<file path="config.mk">
export PLATFORM = sky130hd
export DESIGN_NAME = td4_input_conditioner_flat
export DESIGN_NICKNAME = d
export VERILOG_FILES = /design/src/rtl/td4_board_pkg.sv /design/src/rtl/td4_input_conditioner_if.sv /design/src/rtl/input_debouncer.sv /design/src/rtl/td4_input_conditioner.sv /design/src/flat_wrapper.sv
export SDC_FILE = /design/constraint.sdc
export NUM_CORES = 1
export LEC_CHECK = 0
export CORE_ASPECT_RATIO = 1.5
export CORE_MARGIN = 2
export CORE_UTILIZATION = 60
export DETAILED_ROUTE_END_ITERATION = 10
export HOLD_SLACK_MARGIN = 0.12
export PLACE_DENSITY = 0.83
export SETUP_SLACK_MARGIN = 0.3
export SKIP_CTS_REPAIR_TIMING = 1
export SKIP_LAST_GASP = 1
export SYNTH_ARGS = -nofsm -noshare
export SYNTH_HDL_FRONTEND = slang
export SYNTH_HIERARCHICAL = 1
export SYNTH_SLANG_ARGS = --single-unit
</file>
<file path="constraint.sdc">
create_clock -name clk_in -period 4.9 [get_ports clk_in]
set_input_delay 0.49 -clock clk_in [delete_from_list [all_inputs] [get_ports clk_in]]
set_output_delay 0.49 -clock clk_in [all_outputs]
set_load 0.01 [all_outputs]
</file>
<file path="src/rtl/td4_board_pkg.sv">
// Package: td4_board_pkg
// Shared constants and types for the TD4 board interface.
//   NUM_SW       - number of DIP switches feeding TD4 "sw"
//   step_state_e - manual single-step clock FSM states
package td4_board_pkg;

  localparam int unsigned NUM_SW = 4;

  typedef enum logic {
    STEP_IDLE = 1'b0,
    STEP_HIGH = 1'b1
  } step_state_e;

endpackage

</file>
<file path="src/rtl/td4_input_conditioner_if.sv">
// Interface: td4_input_conditioner_if
// Bundles the board-side inputs and TD4-side outputs of the input conditioner.
//   sw_raw_i      raw DIP switches (async, bouncing)
//   btn_raw_i     raw step push button (async, active-high)
//   manual_mode_i 1 = manual single-step clock, 0 = auto clock
//   auto_clk_i    divided clock from the normClkGenerator
//   sw_o          debounced switch levels -> TD4_top.sw
//   btn_o         debounced button level
//   btn_press_o   one-cycle pulse on the debounced button rising edge
//   step_clk_o    clock to TD4_top.clock
// Modports: slave = conditioner side, master = board/TD4 side.
interface td4_input_conditioner_if;
  import td4_board_pkg::*;

  logic [NUM_SW-1:0] sw_raw_i;
  logic              btn_raw_i;
  logic              manual_mode_i;
  logic              auto_clk_i;
  logic [NUM_SW-1:0] sw_o;
  logic              btn_o;
  logic              btn_press_o;
  logic              step_clk_o;

  modport slave (
    input  sw_raw_i, btn_raw_i, manual_mode_i, auto_clk_i,
    output sw_o, btn_o, btn_press_o, step_clk_o
  );

  modport master (
    output sw_raw_i, btn_raw_i, manual_mode_i, auto_clk_i,
    input  sw_o, btn_o, btn_press_o, step_clk_o
  );

endinterface

</file>
<file path="src/rtl/input_debouncer.sv">
// Module: input_debouncer
// One-bit 2-FF synchronizer followed by a run-length debouncer. A new level
// is accepted only after DEBOUNCE_CYCLES consecutive synced samples differ
// from the current stable level.
//   clk_in    system clock
//   reset_n   asynchronous active-low reset
//   raw_i     raw asynchronous input bit
//   level_d_o next-cycle stable level (the stable-level register's D input)
module input_debouncer #(
  parameter int unsigned DEBOUNCE_CYCLES = 500000
) (
  input  logic clk_in,
  input  logic reset_n,
  input  logic raw_i,
  output logic level_d_o
);

  localparam int unsigned CW = $clog2(DEBOUNCE_CYCLES);
  localparam logic [CW-1:0] C_LAST = CW'(DEBOUNCE_CYCLES - 1);

  logic          sync1_q, sync2_q;
  logic          level_q, level_d;
  logic [CW-1:0] cnt_q, cnt_d;

  // Counter stops at C_LAST: reaching it accepts the level and clears it,
  // so it can never wrap.
  always_comb begin
    level_d = level_q;
    cnt_d   = '0;
    if (sync2_q != level_q) begin
      if (cnt_q == C_LAST) begin
        level_d = sync2_q;
      end else begin
        cnt_d = cnt_q + CW'(1);
      end
    end
  end

  always_ff @(posedge clk_in or negedge reset_n) begin
    if (!reset_n) begin
      sync1_q <= 1'b0;
      sync2_q <= 1'b0;
      level_q <= 1'b0;
      cnt_q   <= '0;
    end else begin
      sync1_q <= raw_i;
      sync2_q <= sync1_q;
      level_q <= level_d;
      cnt_q   <= cnt_d;
    end
  end

  // The D side is exported so the parent can register outputs and detect
  // the rising edge in the same cycle the stable level changes.
  assign level_d_o = level_d;

endmodule

</file>
<file path="src/rtl/td4_input_conditioner.sv">
// Module: td4_input_conditioner
// Board-input side of the TD4 board interface. Debounces 4 DIP switches and
// the step button, generates a one-cycle press pulse, and produces the TD4
// clock: a fixed-width single-step pulse per press in manual mode, or the
// divided auto clock (one cycle delayed) in auto mode.
//   clk_in   system clock
//   reset_n  asynchronous active-low reset
//   bus      td4_input_conditioner_if.slave (raw inputs, mode, auto clock,
//            sw_o / btn_o / btn_press_o / step_clk_o)
module td4_input_conditioner
  import td4_board_pkg::*;
#(
  parameter int unsigned DEBOUNCE_CYCLES  = 500000,
  parameter int unsigned STEP_HIGH_CYCLES = 16
) (
  input  logic                    clk_in,
  input  logic                    reset_n,
  td4_input_conditioner_if.slave  bus
);

  localparam int unsigned HC_W = (STEP_HIGH_CYCLES > 1) ? $clog2(STEP_HIGH_CYCLES) : 1;
  localparam logic [HC_W-1:0] HC_LOAD = HC_W'(STEP_HIGH_CYCLES - 1);

  logic [NUM_SW:0]   raw_bits;
  logic [NUM_SW:0]   level_d;

  logic [NUM_SW-1:0] sw_q;
  logic              btn_q;
  logic              press_q, press_d;
  logic              step_q, step_d;
  step_state_e       state_q, state_d;
  logic [HC_W-1:0]   hc_q, hc_d;

  // Bits [NUM_SW-1:0] are the switches, bit NUM_SW is the button.
  assign raw_bits = {bus.btn_raw_i, bus.sw_raw_i};

  for (genvar i = 0; i <= NUM_SW; i++) begin : g_db
    input_debouncer #(
      .DEBOUNCE_CYCLES(DEBOUNCE_CYCLES)
    ) u_db (
      .clk_in    (clk_in),
      .reset_n   (reset_n),
      .raw_i     (raw_bits[i]),
      .level_d_o (level_d[i])
    );
  end

  // btn_q holds the current stable level, so this fires exactly in the
  // first cycle btn_o reads 1.
  assign press_d = level_d[NUM_SW] & ~btn_q;

  always_comb begin
    state_d = state_q;
    hc_d    = hc_q;
    unique case (state_q)
      STEP_IDLE: begin
        if (press_q && bus.manual_mode_i) begin
          state_d = STEP_HIGH;
          hc_d    = HC_LOAD;
        end
      end
      STEP_HIGH: begin
        if (hc_q == '0) begin
          state_d = STEP_IDLE;
        end else begin
          hc_d = hc_q - HC_W'(1);
        end
      end
    endcase
  end

  // Using state_d keeps the registered step clock aligned with the HIGH state.
  assign step_d = bus.manual_mode_i ? (state_d == STEP_HIGH) : bus.auto_clk_i;

  always_ff @(posedge clk_in or negedge reset_n) begin
    if (!reset_n) begin
      sw_q    <= '0;
      btn_q   <= 1'b0;
      press_q <= 1'b0;
      step_q  <= 1'b0;
      state_q <= STEP_IDLE;
      hc_q    <= '0;
    end else begin
      sw_q    <= level_d[NUM_SW-1:0];
      btn_q   <= level_d[NUM_SW];
      press_q <= press_d;
      step_q  <= step_d;
      state_q <= state_d;
      hc_q    <= hc_d;
    end
  end

  assign bus.sw_o        = sw_q;
  assign bus.btn_o       = btn_q;
  assign bus.btn_press_o = press_q;
  assign bus.step_clk_o  = step_q;

endmodule

</file>
<file path="src/flat_wrapper.sv">
// flat-port wrapper written by rule: the top's interface ports become plain ports
module td4_input_conditioner_flat import td4_board_pkg::*;
#(
  parameter int unsigned DEBOUNCE_CYCLES  = 500000,
  parameter int unsigned STEP_HIGH_CYCLES = 16
)
  (clk_in, reset_n, bus_sw_raw_i, bus_btn_raw_i, bus_manual_mode_i, bus_auto_clk_i, bus_sw_o, bus_btn_o, bus_btn_press_o, bus_step_clk_o);
  td4_input_conditioner_if bus_i ();
  input  logic clk_in;
  input  logic reset_n;
  input wire logic [$bits(bus_i.sw_raw_i)-1:0] bus_sw_raw_i;
  input wire logic [$bits(bus_i.btn_raw_i)-1:0] bus_btn_raw_i;
  input wire logic [$bits(bus_i.manual_mode_i)-1:0] bus_manual_mode_i;
  input wire logic [$bits(bus_i.auto_clk_i)-1:0] bus_auto_clk_i;
  output wire logic [$bits(bus_i.sw_o)-1:0] bus_sw_o;
  output wire logic [$bits(bus_i.btn_o)-1:0] bus_btn_o;
  output wire logic [$bits(bus_i.btn_press_o)-1:0] bus_btn_press_o;
  output wire logic [$bits(bus_i.step_clk_o)-1:0] bus_step_clk_o;
  assign bus_i.sw_raw_i = bus_sw_raw_i;
  assign bus_i.btn_raw_i = bus_btn_raw_i;
  assign bus_i.manual_mode_i = bus_manual_mode_i;
  assign bus_i.auto_clk_i = bus_auto_clk_i;
  assign bus_sw_o = bus_i.sw_o;
  assign bus_btn_o = bus_i.btn_o;
  assign bus_btn_press_o = bus_i.btn_press_o;
  assign bus_step_clk_o = bus_i.step_clk_o;
  td4_input_conditioner #(.DEBOUNCE_CYCLES(DEBOUNCE_CYCLES), .STEP_HIGH_CYCLES(STEP_HIGH_CYCLES)) u_core (.clk_in(clk_in), .reset_n(reset_n), .bus(bus_i));
endmodule
</file>
## Word-level counts from Yosys, hierarchy flattened

Cells that the tools add are included.

| storage, ports and cells | value |
|---|---|
| input port bits | 9 |
| output and inout port bits | 7 |
| flip-flop bits (word level) | 121 |
| word-level logic and storage cells | 76 |

| operators by class | value |
|---|---|
| bitwise operators | 3 |
| reductions and logical operators | 3 |
| $add $sub $neg | 6 |
| eq/ne operators | 12 |
| multiplexer cells | 27 |

Operator list:

| operator | count |
|---|---|
| 2-to-1 mux 19 bit | 10 |
| adder 19 x 1 -> 19 bit (second input constant) | 5 |
| equality test 19 bit (second input constant) | 5 |
| 2-to-1 mux 1 bit | 13 |
| 2-to-1 mux 4 bit | 2 |
| case mux 4 bit (2 select lines) | 1 |
| != test 1 bit | 5 |
| logical NOT 4 bit | 1 |
| subtractor 4 x 1 -> 4 bit (second input constant) | 1 |
| != test 2 x 1 -> 1 bit (second input constant) | 1 |
| != test 2 bit (second input constant) | 1 |
| NOT 1 bit | 2 |
| case mux 1 bit (2 select lines) | 1 |
| AND reduction 2 bit | 1 |
| bitwise AND 1 bit | 1 |
| logical AND 1 bit | 1 |

## Longest topological paths before layout

| logic depth | value |
|---|---|
| depth after elaboration | 4 |
| mapped depth | 5 |
| mapped depth without buffers | 5 |

## Modules after synthesis

Netlist, hierarchy kept.

Modules (own cells, without submodules):

| module | seq. area each (um^2) | times used | area an instance (um^2) | cells an instance |
|---|---|---|---|---|
| input_debouncer | 550.5 | 5 | 1079.8 | 105 |
| td4_input_conditioner | 300.3 | 1 | 486.7 | 39 |

## Least setup slack after synthesis

No wires, ideal clock.

| timing path | value |
|---|---|
| path kind | register -> register |
| start point | register u_core.g_db[0].u_db.cnt_q[0] |
| end point | register u_core.g_db[0].u_db.cnt_q[16] |
| arrival | 1791 ps |
| library setup time | 78 ps |
| clock period less this slack | 1869 ps |
| buffers on the path | 0 |
| setup slack | 3031 ps |
| data required time | 4822 ps |
| stages on the path, launching flop included | 6 |
| path through | dfrtp_1 ha_1 nand4_4 or4_4 or3_1 a21oi_1 |

| between the ends | value |
|---|---|
| longest elaborated chain between the ends | 3 |
| elaborated cells between the ends (all ways) | 4 |
| those cells by class | 1 x add/sub; 1 x eq/ne; 2 x mux |

RTL lines:

| element | RTL line | source |
|---|---|---|
| start, declared | input_debouncer.sv:23 | `logic [CW-1:0] cnt_q, cnt_d;` |
| start signal, assigned | input_debouncer.sv:49 | `cnt_q <= cnt_d;` |
| adder 19 x 1 -> 19 bit / equality test 19 bit (equally long branches) | input_debouncer.sv:34, input_debouncer.sv:31 |  |
| 2-to-1 mux 19 bit * | input_debouncer.sv:31 | `if (cnt_q == C_LAST) begin` |
| 2-to-1 mux 19 bit * | input_debouncer.sv:30 | `if (sync2_q != level_q) begin` |
| via u_core.g_db[0].u_db.cnt_d[16] | input_debouncer.sv:23 |  |

The timed path passes the listed nets; every way through them passes the cells marked *.
A chain may end at the register's enable or synchronous reset.

## Final worst setup path

| timing path | value |
|---|---|
| start point | register u_core.g_db[2].u_db.cnt_q[9] |
| end point | register u_core.g_db[2].u_db.cnt_q[15] |

| between the ends | value |
|---|---|
| longest elaborated chain between the ends | 3 |
| elaborated cells between the ends (all ways) | 4 |
| those cells by class | 1 x add/sub; 1 x eq/ne; 2 x mux |

RTL lines:

| element | RTL line |
|---|---|
| start, declared | input_debouncer.sv:23 |
| start signal, assigned | input_debouncer.sv:49 |
| adder 19 x 1 -> 19 bit / equality test 19 bit (equally long branches) | input_debouncer.sv:34, input_debouncer.sv:31 |
| 2-to-1 mux 19 bit * | input_debouncer.sv:31 |
| 2-to-1 mux 19 bit * | input_debouncer.sv:30 |
| via u_core.g_db[2].u_db.cnt_d[15] | input_debouncer.sv:23 |

Marks and branches as above.

==> run summary <==
The core region area came out at 9634 sq um. The worst flop-to-flop path startpoint was u_core/g_db[2].u_db/cnt_q[9]$_DFF_PN0_. The routed layout has 4,214 vias. The run gives 4 as the count of H-tree levels built during CTS. The startpoint class of the critical path was a flip-flop.

In this run, the number of DRC markers left after iteration 0 of detailed routing was 277. The endpoint kind of the worst setup timing path is a flip-flop. Counting every sink on the clock net gives 122.

Clock-pin slew was measured on the worst setup and hold paths at 0.05 ns. The area share of fa/ha/maj cells after synthesis works out to 0.01488. In the layout the commonest cells are 122 x sky130_fd_sc_hd__dfrtp_1, 96 x sky130_fd_sc_hd__nor2_1, 66 x sky130_fd_sc_hd__xnor2_1. The highest ir drop seen on vdd is 0.3374 mV. The run gives 0.6109 as the initial cell density of the core. Setup repair after global routing left no endpoint under its margin.

The count of standard-cell rows is 44. In the final routed layout, each cell accounts on average for 16.07 microns. At the end of the flow, the number of nets in the layout was 604. The post-synthesis register bit count was 122. The critical path in this run is classified as flip-flop to flip-flop.

Multiplexer area fraction after synthesis: 0.01998. The die is 84.87 microns wide. The area of combinational cells with multiple inputs is 2653 sq um, and the pin count of the biggest net entering global routing is 80.

The tree is rooted in a sky130_fd_sc_hd__clkbuf_16. The tools report the summed negative setup slack over all endpoints as 0 ns. The type of the most critical hold path was input pin to asynchronous set/reset pin. Static timing analysis puts the maximum clock frequency at 435.5 MHz. The tools report the area taken by flip-flops and latches as 3053 sq um.

The sequential element share of the synthesized area was 0.5187. The cell count after synthesis came out at 564. The logs give 677 for the number of inserted filler cells in the final layout and 0 for the initial antenna violation count. Counting I/O delays and the setup requirement, the final critical path takes 2.296 ns. The synthesized area divided by synthesized cell count was 10.44 sq um; the global placement routability congestion was 0.9348. The combinational family with the most area after synthesis was simple AND/OR/NAND/NOR gates. Across the run, the number of max-cap violations was 0.

Data arrives at the worst endpoint at 2.54 ns. The compound-cell area share of the yosys netlist came out at 0.05719. The maximum net fanout on the critical path is 17.

Antenna diode instance count: 0. Clock tree synthesis inserted a total of 17 buffers. During synthesis, Yosys emitted a total of 6 warnings. The synthesized-area fraction occupied by xor and xnor cells works out to 0.1131. The mapped cell area is 5886 sq um, and the worst clock skew is 0.008997 ns.

The relative slew slack came out at 0.3584. Once routing completed, OpenROAD measured the worst setup slack at 2.604 ns. The critical path ends at u_core/g_db[2].u_db/cnt_q[15]$_DFF_PN0_.

The number of cells on the worst reg-to-reg path is 4. Number of endpoints with negative hold slack in the final report: 0. TritonCTS built the clock tree. Setup violations remaining at the end of the flow were counted as 0. The tools report the global-route wire length before repair as 20.48 mm. For the boundary pin count, the log shows 16.

Prior to clock tree synthesis, the placed netlist has a worst setup slack of 2.712 ns. The fraction of final layout cells sized beyond drive strength 1 was 0.09983; the ratio of final minimum period to clock period was 0.4687. The logs give 2.739 nW for the cell leakage power and 0 for the remaining antenna violation count after routing. The library cell used most frequently in the layout, excluding fill and tap cells, is sky130_fd_sc_hd__dfrtp_1. The die covers 10,630 sq um. Vertical extent of the die: 125.3 microns. In the routed design, unresolved DRC markers number 0.

The number of max-slew violations in the final report was 0; the pin slew with the least headroom to its limit was 0.9624 ns. The via count of the first global-routing pass is 4,489. During placement, the flow inserted port buffers numbering 15. Wires add up to 11.50 mm. The first detailed-routing pass took 4 iterations.

For the placed wire-length estimate, the log shows 7.313 mm. The number of distinct standard cells referenced by the synthesized netlist is 30, and the total power divided by cell area is 358.4 nW/um^2. Net count of the mapped netlist: 580.

The setup slack of the most critical reg-to-reg path came out at 2.60 ns. The global-route usage over all layers was 0.2403; the clock insertion delay at the later pin of the skew report was 0.41 ns. In the routed layout, each cell is associated on average with a via count of 5.885.

The run finished with clean final reports. Maximum buffer depth of the clock tree: 2. The most critical setup path has its startpoint at u_core/g_db[2].u_db/cnt_q[9]$_DFF_PN0_. Global routing finished with a remaining overflow of 0.

Synthesized-area fraction occupied by and/or/nand/nor cells: 0.2455. At the worst endpoint, the required time is 5.14 ns. The signed area change from the synthesized netlist to the final layout was 14.60%. The worst register-to-register path ends at u_core/g_db[2].u_db/cnt_q[15]$_DFF_PN0_.
-- layout make-up --
type	count	share of cell area
clock buffer	21	0.06826
clock inverter	11	0.02486
inverter	30	0.01669
multi-input combinational	401	0.3932
sequential	122	0.4526
tap	115	0.02133
timing repair buffer	16	0.02300
-- synthesized netlist by cell type --
| cell | instances | area, sq um |
|---|---|---|
| sky130_fd_sc_hd__nor4b_1 | 5 | 43.79 |
| sky130_fd_sc_hd__nor4_1 | 25 | 156.4 |
| sky130_fd_sc_hd__nand4_4 | 5 | 106.4 |
| sky130_fd_sc_hd__a21oi_1 | 21 | 105.1 |
| sky130_fd_sc_hd__a211oi_1 | 1 | 7.510 |
| sky130_fd_sc_hd__o21ai_0 | 10 | 50.05 |
| sky130_fd_sc_hd__o41ai_4 | 5 | 137.6 |
| sky130_fd_sc_hd__buf_2 | 6 | 30.03 |
| sky130_fd_sc_hd__nand2_1 | 26 | 97.59 |
| sky130_fd_sc_hd__or4_4 | 5 | 56.30 |
| sky130_fd_sc_hd__o2111ai_1 | 1 | 8.760 |
| sky130_fd_sc_hd__and2_1 | 5 | 31.28 |
| sky130_fd_sc_hd__nor3b_4 | 1 | 18.77 |
| sky130_fd_sc_hd__nor4_2 | 5 | 62.56 |
| sky130_fd_sc_hd__xnor2_1 | 66 | 578.1 |
| sky130_fd_sc_hd__nor2b_1 | 6 | 37.54 |
| sky130_fd_sc_hd__nand4_1 | 21 | 131.4 |
| sky130_fd_sc_hd__mux2i_1 | 5 | 50.05 |
| sky130_fd_sc_hd__dfrtp_1 | 122 | 3053 |
| sky130_fd_sc_hd__buf_4 | 5 | 37.54 |
| sky130_fd_sc_hd__nand3_1 | 35 | 175.2 |
| sky130_fd_sc_hd__or3_1 | 10 | 62.56 |
| sky130_fd_sc_hd__o22a_2 | 1 | 10.01 |
| sky130_fd_sc_hd__ha_1 | 7 | 87.58 |
| sky130_fd_sc_hd__inv_1 | 30 | 112.6 |
| sky130_fd_sc_hd__o221ai_1 | 2 | 17.52 |
| sky130_fd_sc_hd__nor3_1 | 21 | 105.1 |
| sky130_fd_sc_hd__xor2_1 | 10 | 87.58 |
| sky130_fd_sc_hd__nor2_1 | 96 | 360.4 |
| sky130_fd_sc_hd__mux2_2 | 6 | 67.56 |
-- report_power, final --
part | switching [mW] | internal [mW]
sequential | 0.0167 | 1.02
combinational | 0.0446 | 0.0222
clock | 0.434 | 0.877
total | 0.495 | 1.92
-- worst min-delay path by stage --
| stage | startpoint | to | depth (start not counted) |
|---|---|---|---|
| floorplan | reset_n | u_core/bus.btn_o$_DFF_PN0_ | 0 |
| global placement | u_core/g_db[2].u_db/sync1_q$_DFF_PN0_ | u_core/g_db[2].u_db/sync2_q$_DFF_PN0_ | 0 |
| detailed placement | u_core/g_db[4].u_db/sync1_q$_DFF_PN0_ | u_core/g_db[4].u_db/sync2_q$_DFF_PN0_ | 0 |
| CTS | reset_n | u_core/g_db[0].u_db/cnt_q[18]$_DFF_PN0_ | 1 |
| global route | reset_n | u_core/g_db[0].u_db/cnt_q[5]$_DFF_PN0_ | 1 |
| finish | reset_n | u_core/g_db[0].u_db/cnt_q[5]$_DFF_PN0_ | 1 |
-- per-stage QoR --
stage	utilization	instance area, sq um	std cells	hold WS, ns	power (mW)
after floorplan	-	5886	564	0.1944	1.092
after global placement	0.6349	6117	684	0.3334	1.122
after detailed placement	0.6349	6117	684	0.3347	1.125
after CTS	0.7001	6745	716	0.2682	2.443
after global routing	0.7001	6745	716	0.3145	2.507
final	0.7001	6745	716	0.2301	2.418
-- sequential cells by signal, summed over array words and instances, names as in the netlist --
name,count
u_core/state_q,1
u_core/bus.btn_o,1
u_core/g_db.u_db/sync1_q,5
u_core/g_db.u_db/cnt_q,95
u_core/bus.step_clk_o,1
u_core/g_db.u_db/level_q,5
u_core/bus.btn_press_o,1
u_core/hc_q,4
u_core/bus.sw_o,4
u_core/g_db.u_db/sync2_q,5
-- layer usage --
layer  part of all wire  vias up  routed length [microns]  global-route usage
met4              0.025        0                      287              0.1111
met3              0.033       30                      374             0.05743
met2               0.54      112                     6155              0.4192
met5                  0        -                        0                   0
li1                   -     2002                        -                   -
met1               0.41     2070                     4685              0.2760
-- logic make-up after synthesis --
family | after synthesis
AOI/OAI and AO/OA | 41
xor gates and xnor gates | 76
adders and majority gates | 7
buffers and inverters | 41
DFF | 122
muxes | 11
and+or+nand+nor | 266
-- worst max-delay path: stages (launching register included) --
cell and delay (ns):
sky130_fd_sc_hd__dfrtp_1 0.43, sky130_fd_sc_hd__nor4_1 0.37, sky130_fd_sc_hd__nand4_1 0.25, sky130_fd_sc_hd__o41ai_4 0.92, sky130_fd_sc_hd__nor2_1 0.16
Note: power is estimated with default switching activity, not from simulation.
